<file path="config.mk">
export PLATFORM = sky130hd
export DESIGN_NAME = taskb_sequencer
export DESIGN_NICKNAME = d
export VERILOG_FILES = /design/src/rtl/taskb_pkg.sv /design/src/rtl/btn_conditioner.sv /design/src/rtl/taskb_sequencer.sv
export SDC_FILE = /design/constraint.sdc
export NUM_CORES = 1
export LEC_CHECK = 0
export BUFFER_PORTS_ARGS = -buffer_cell sky130_fd_sc_hd__buf_4
export CAP_MARGIN = 20
export CORE_MARGIN = 5
export CORE_UTILIZATION = 36
export DETAILED_ROUTE_END_ITERATION = 16
export GPL_ROUTABILITY_DRIVEN = 0
export PLACE_DENSITY = 0.53
export RECOVER_POWER = 100
export SYNTH_ARGS = -nofsm -noshare
export SYNTH_HDL_FRONTEND = slang
export SYNTH_SLANG_ARGS = --single-unit
</file>
<file path="constraint.sdc">
create_clock -name clock -period 2.9 [get_ports clock]
set_clock_uncertainty 0.2 [all_clocks]
set_input_delay 0.435 -clock clock [delete_from_list [all_inputs] [get_ports clock]]
set_output_delay 0.435 -clock clock [all_outputs]
set_load 0.01 [all_outputs]
</file>
<file path="src/rtl/taskb_pkg.sv">
// Shared types and constants for the Task B sequencer.
package taskb_pkg;

  typedef enum logic [1:0] {
    IDLE = 2'd0,
    RUN  = 2'd1,
    GAP  = 2'd2,
    DONE = 2'd3
  } state_t;

  localparam int                LED_W      = 16;
  localparam logic [LED_W-1:0]  LED_ALL_ON = 16'hFFFF;

  // Counter width for a count range of n values; a range of 1 still needs one bit.
  function automatic int cnt_width(input int n);
    return (n > 1) ? $clog2(n) : 1;
  endfunction

  // One-hot LED pattern for a chase position.
  function automatic logic [LED_W-1:0] led_onehot(input logic [3:0] pos);
    logic [LED_W-1:0] one;
    one = {{(LED_W-1){1'b0}}, 1'b1};
    return one << pos;
  endfunction

endpackage

</file>
<file path="src/rtl/btn_conditioner.sv">
// Pushbutton conditioner: 2-flop synchroniser, optional stable-level
// debounce filter, and a rising-edge strobe on the conditioned level.
// Build option: define TASKB_DEBOUNCE_EN to include the DEBOUNCE_CYCLES filter;
// without it the synchronised level is used directly (clean inputs, fast sim).
module btn_conditioner
  import taskb_pkg::*;
`ifdef TASKB_DEBOUNCE_EN
  #(
    parameter int DEBOUNCE_CYCLES = 1_000_000
  )
`endif
  (
    input  logic clock,
    input  logic reset,
    input  logic btn,
    output logic evt
  );

  logic sync1;
  logic sync2;
  logic level;
  logic level_d;

  // Bring the raw asynchronous button into the clock domain.
  always_ff @(posedge clock) begin
    if (reset) begin
      sync1 <= 1'b0;
      sync2 <= 1'b0;
    end else begin
      sync1 <= btn;
      sync2 <= sync1;
    end
  end

`ifdef TASKB_DEBOUNCE_EN
  localparam int             DW      = cnt_width(DEBOUNCE_CYCLES);
  localparam logic [DW-1:0]  DB_LAST = DW'(DEBOUNCE_CYCLES - 1);

  logic [DW-1:0] db_cnt;
  logic          db_level;

  // Accept a level change only after it has been seen on DEBOUNCE_CYCLES consecutive samples.
  always_ff @(posedge clock) begin
    if (reset) begin
      db_cnt   <= '0;
      db_level <= 1'b0;
    end else if (sync2 == db_level) begin
      db_cnt <= '0;
    end else if (db_cnt == DB_LAST) begin
      db_level <= sync2;
      db_cnt   <= '0;
    end else begin
      db_cnt <= db_cnt + 1'b1;
    end
  end

  assign level = db_level;
`else
  assign level = sync2;
`endif

  // Remember the previous conditioned level for edge detection.
  always_ff @(posedge clock) begin
    if (reset) begin
      level_d <= 1'b0;
    end else begin
      level_d <= level;
    end
  end

  assign evt = level & ~level_d;

endmodule

</file>
<file path="src/rtl/taskb_sequencer.sv">
// Task B control FSM: drives the 3-s timer enable, counts ROUNDS timer
// completions with a one-cycle gap between them, shows a chase on the LEDs,
// and strobes done_pulse when the run completes.
// Build option: TASKB_DEBOUNCE_EN enables the button debounce filters.
module taskb_sequencer
  import taskb_pkg::*;
  #(
    parameter int DEBOUNCE_CYCLES  = 1_000_000,
    parameter int CHASE_CYCLES     = 10_000_000,
    parameter int ROUNDS           = 3,
    parameter int DONE_HOLD_CYCLES = 50_000_000
  )
  (
    input  logic             clock,
    input  logic             reset,
    input  logic             btn_start,
    input  logic             btn_abort,
    input  logic             is_3s,
    output logic             is_taskB_running,
    output logic [LED_W-1:0] led,
    output logic [3:0]       round_idx,
    output logic             done_pulse
  );

  if (ROUNDS < 1 || ROUNDS > 15 || DEBOUNCE_CYCLES < 1 ||
      CHASE_CYCLES < 1 || DONE_HOLD_CYCLES < 1) begin : g_bad_params
    $error("taskb_sequencer: parameter out of range");
  end

  localparam int             CW         = cnt_width(CHASE_CYCLES);
  localparam int             HW         = cnt_width(DONE_HOLD_CYCLES);
  localparam logic [CW-1:0]  CHASE_LAST = CW'(CHASE_CYCLES - 1);
  localparam logic [HW-1:0]  HOLD_LAST  = HW'(DONE_HOLD_CYCLES - 1);
  localparam logic [3:0]     ROUND_LAST = 4'(ROUNDS - 1);

  logic start_evt;
  logic abort_evt;

`ifdef TASKB_DEBOUNCE_EN
  btn_conditioner #(.DEBOUNCE_CYCLES(DEBOUNCE_CYCLES)) u_start_cond (
    .clock (clock),
    .reset (reset),
    .btn   (btn_start),
    .evt   (start_evt)
  );

  btn_conditioner #(.DEBOUNCE_CYCLES(DEBOUNCE_CYCLES)) u_abort_cond (
    .clock (clock),
    .reset (reset),
    .btn   (btn_abort),
    .evt   (abort_evt)
  );
`else
  btn_conditioner u_start_cond (
    .clock (clock),
    .reset (reset),
    .btn   (btn_start),
    .evt   (start_evt)
  );

  btn_conditioner u_abort_cond (
    .clock (clock),
    .reset (reset),
    .btn   (btn_abort),
    .evt   (abort_evt)
  );
`endif

  state_t           state;
  state_t           state_next;
  logic [3:0]       chase_pos;
  logic [3:0]       pos_next;
  logic [CW-1:0]    chase_cnt;
  logic [CW-1:0]    ccnt_next;
  logic [HW-1:0]    hold_cnt;
  logic [HW-1:0]    hcnt_next;
  logic             running_next;
  logic [LED_W-1:0] led_next;
  logic [3:0]       round_next;
  logic             pulse_next;

  // Next-state and next-output logic; abort is checked first so it beats start and is_3s.
  always_comb begin
    state_next   = state;
    pos_next     = chase_pos;
    ccnt_next    = chase_cnt;
    hcnt_next    = hold_cnt;
    running_next = 1'b0;
    led_next     = led;
    round_next   = round_idx;
    pulse_next   = 1'b0;

    case (state)
      IDLE: begin
        led_next   = '0;
        round_next = 4'd0;
        if (start_evt && !abort_evt) begin
          state_next   = RUN;
          pos_next     = 4'd0;
          ccnt_next    = '0;
          running_next = 1'b1;
          led_next     = led_onehot(4'd0);
        end
      end

      RUN: begin
        if (abort_evt) begin
          state_next = IDLE;
          pos_next   = 4'd0;
          ccnt_next  = '0;
          led_next   = '0;
          round_next = 4'd0;
        end else if (is_3s) begin
          state_next = GAP;
          ccnt_next  = '0;
        end else begin
          running_next = 1'b1;
          if (chase_cnt == CHASE_LAST) begin
            ccnt_next = '0;
            pos_next  = chase_pos + 4'd1;
          end else begin
            ccnt_next = chase_cnt + 1'b1;
          end
          led_next = led_onehot(pos_next);
        end
      end

      GAP: begin
        if (abort_evt) begin
          state_next = IDLE;
          pos_next   = 4'd0;
          led_next   = '0;
          round_next = 4'd0;
        end else if (round_idx == ROUND_LAST) begin
          state_next = DONE;
          hcnt_next  = '0;
          led_next   = LED_ALL_ON;
          pulse_next = 1'b1;
        end else begin
          state_next   = RUN;
          round_next   = round_idx + 4'd1;
          pos_next     = 4'd0;
          ccnt_next    = '0;
          running_next = 1'b1;
          led_next     = led_onehot(4'd0);
        end
      end

      DONE: begin
        if (abort_evt || hold_cnt == HOLD_LAST) begin
          state_next = IDLE;
          hcnt_next  = '0;
          pos_next   = 4'd0;
          led_next   = '0;
          round_next = 4'd0;
        end else begin
          hcnt_next = hold_cnt + 1'b1;
          led_next  = LED_ALL_ON;
        end
      end

      default: begin
        state_next = IDLE;
        pos_next   = 4'd0;
        ccnt_next  = '0;
        hcnt_next  = '0;
        led_next   = '0;
        round_next = 4'd0;
      end
    endcase
  end

  // State, counters and all outputs are registered together.
  always_ff @(posedge clock) begin
    if (reset) begin
      state            <= IDLE;
      chase_pos        <= 4'd0;
      chase_cnt        <= '0;
      hold_cnt         <= '0;
      is_taskB_running <= 1'b0;
      led              <= '0;
      round_idx        <= 4'd0;
      done_pulse       <= 1'b0;
    end else begin
      state            <= state_next;
      chase_pos        <= pos_next;
      chase_cnt        <= ccnt_next;
      hold_cnt         <= hcnt_next;
      is_taskB_running <= running_next;
      led              <= led_next;
      round_idx        <= round_next;
      done_pulse       <= pulse_next;
    end
  end

endmodule

</file>
==> metrics <==
status finished, final reports clean; sequential fraction of the synthesis area 41.0%; Post-synth EDFFs 0; Die X 117 um; RSZ-0062 raised after global routing no; final hold vios 0; top-count cell post-synth dfxtp_1; number of max-cap violations 0; Via density 5.29; Crit path required time 2.95 ns; CP endpoint kind flop; Nets 524; Lkg Pwr 1.63 nW; Synth top area share 41.0%; FFs w/ async S/R, synth 0%; Final ANT Viol Nets 0; core area 11,300 sq um; crit start category flop; die height 117 um; ys flop type dfxtp_1; Yosys cell types 51; diode count 0; final setup vio count 0; DRC Markers 0; Netlist Area Pre-Place 4110 sq um; Area growth syn-to-layout 12.6%; Routed WL per cell 14.4 um; top cells by count, synth dfxtp_1, nor2_1, nand2_1; Worst VDD drop 0.265 mV; DRT Pass-1 Iters 4; vias 3,491; Synth Register Bits 84; Worst Path Arrival 2.72 ns; CP Max Fanout 7; Post-CTS Setup Bufs 0; Slew Viols, Final 0; Rel. slew slack 0.924%; htree depth 3; pre-CTS setup slack 0.275 ns; critical path class reg2reg; grt met1 use 18.8%; Site Rows 39; grt total ovfl 0; PwrDens 494 nW/um^2; post-route minimum period 2.67 ns; drt first-iter violations 211; Worst Tran Pin Value 1.49 ns; area leader, netlist dfxtp_1; Area contributors post-synth dfxtp_1, nor2_1, xor2_1, xnor2_1, nand2_1; first-pass GRT wire length 15,900 um; clock root cell clkbuf_16; Setup TNS 0 ns; M2 GR Usage 23.8%; Top Ports 27; final wirelength 9490 um; setup ws final 0.232 ns; # port buffers 26; pin count of the biggest net entering global routing 32; fin crit share 92.0%; initial antenna violation count 0; Syn Inst Count 489; hold buffers post-CTS 0; gr usage total 14.7%; full die area 13,600 sq um; met3 usage 2.83%; vias in the first global route 3,303; Post-DP HPWL 6850 um; synth warn 0; # clock sinks 84; Resized cells post-CTS 0; initial core utilization 36.3%; Fmax achieved 375 MHz; total power 2.28 mW; Clock Latency Late Sink 0.34 ns; CTS Buffer Depth 2; total CTS buffers 9; Avg Inst Size Synth 8.40 sq um; CTS clk-pin slew, worst paths 0.06 ns; post-synth net total 499; Hold WC Path Type in2reg; GRT busiest layer met2; CTS tree done; share of post-route cells with drive strength above 1 6.96%
==> critical path, stage by stage, from the launching register on <==
cell     delay [ns]
dfxtp_1        0.41
ha_1           0.17
nor3b_1        0.50
a21o_1         0.24
and2_1         0.31
nand2_1        0.12
or4b_1         0.48
a21oi_1        0.15
==> layout make-up <==
class | instances | area [sq um]
clock buffers | 11 | 243
clock inverters | 3 | 15.0
fillers | 1188 | 6700
inverters | 8 | 30.0
multi-input cells | 371 | 2270
flip-flops and latches | 84 | 1680
well taps | 143 | 179
repair buffers | 40 | 204
==> final timing paths <==
check	to	slack, ns	start	depth (start not counted)
min	u_start_cond.sync1	0.11	btn_start	2
min reg2reg	u_start_cond.level	0.24	u_start_cond.sync1	1
max reg2reg	hold_cnt[15]	0.23	round_idx[1]	7
max	hold_cnt[15]	0.23	round_idx[1]	7
==> where the power goes <==
| group | internal, mW | switching [mW] | total [mW] |
|---|---|---|---|
| sequential | 1.16 | 0.00816 | 1.17 |
| clock | 0.589 | 0.444 | 1.03 |
| combinational | 0.0258 | 0.0535 | 0.0793 |
| total | 1.78 | 0.506 | 2.28 |
==> cells in the final DEF, fill, tap and decap left out, types with 13 or more instances in the layout <==
cell type | synthesis | final
buf_4 | 0 | 14
o21ai_0 | 19 | 19
xor2_1 | 20 | 20
and3_1 | 16 | 16
clkbuf_1 | 14 | 26
nor2b_1 | 13 | 13
a21oi_1 | 26 | 26
dfxtp_1 | 84 | 84
nor3_1 | 17 | 17
nand4_1 | 14 | 14
nor2_1 | 67 | 67
nand3_1 | 20 | 20
nand2_1 | 41 | 41
xnor2_1 | 19 | 19
==> kinds of logic (layout without fill, tap and decap cells) <==
logic type | Yosys count | after routing | synth area share, %
compound gates | 90 | 90 | 15.0
fa+ha+maj | 5 | 5 | 1.52
buf+inv | 34 | 62 | 3.60
flops | 84 | 84 | 41.0
xor+xnor | 39 | 39 | 8.32
mux | 6 | 6 | 1.55
simple gates | 231 | 231 | 29.0
==> per-layer routing <==
layer  part of all wire [%]  wire length, um
met3                    3.3              313
met1                     48             4520
met5                      0                0
met4                    2.3              219
met2                     47             4440
==> state kept, by name, indices dropped and copies added (netlist names) <==
name and count:
chase_cnt 24, chase_pos 4, done_pulse 1, hold_cnt 26
is_taskB_running 1, led 16, round_idx 4, state 2
u_abort_cond.level 1, u_abort_cond.level_d 1, u_abort_cond.sync1 1, u_start_cond.level 1
u_start_cond.level_d 1, u_start_cond.sync1 1
==> stage by stage <==
stage	utilization, %	std cells	hold slack (ns)	cell area [sq um]
3_3_place_gp	39.5	646	0.227	4470
3_5_place_dp	39.5	646	0.227	4470
5_1_grt	40.8	660	0.113	4620
6_report	40.8	660	0.106	4620
2_1_floorplan	-	489	0.214	4110
4_1_cts	41.7	660	0.0990	4720
No activity file was read; power rests on OpenSTA's default activity.
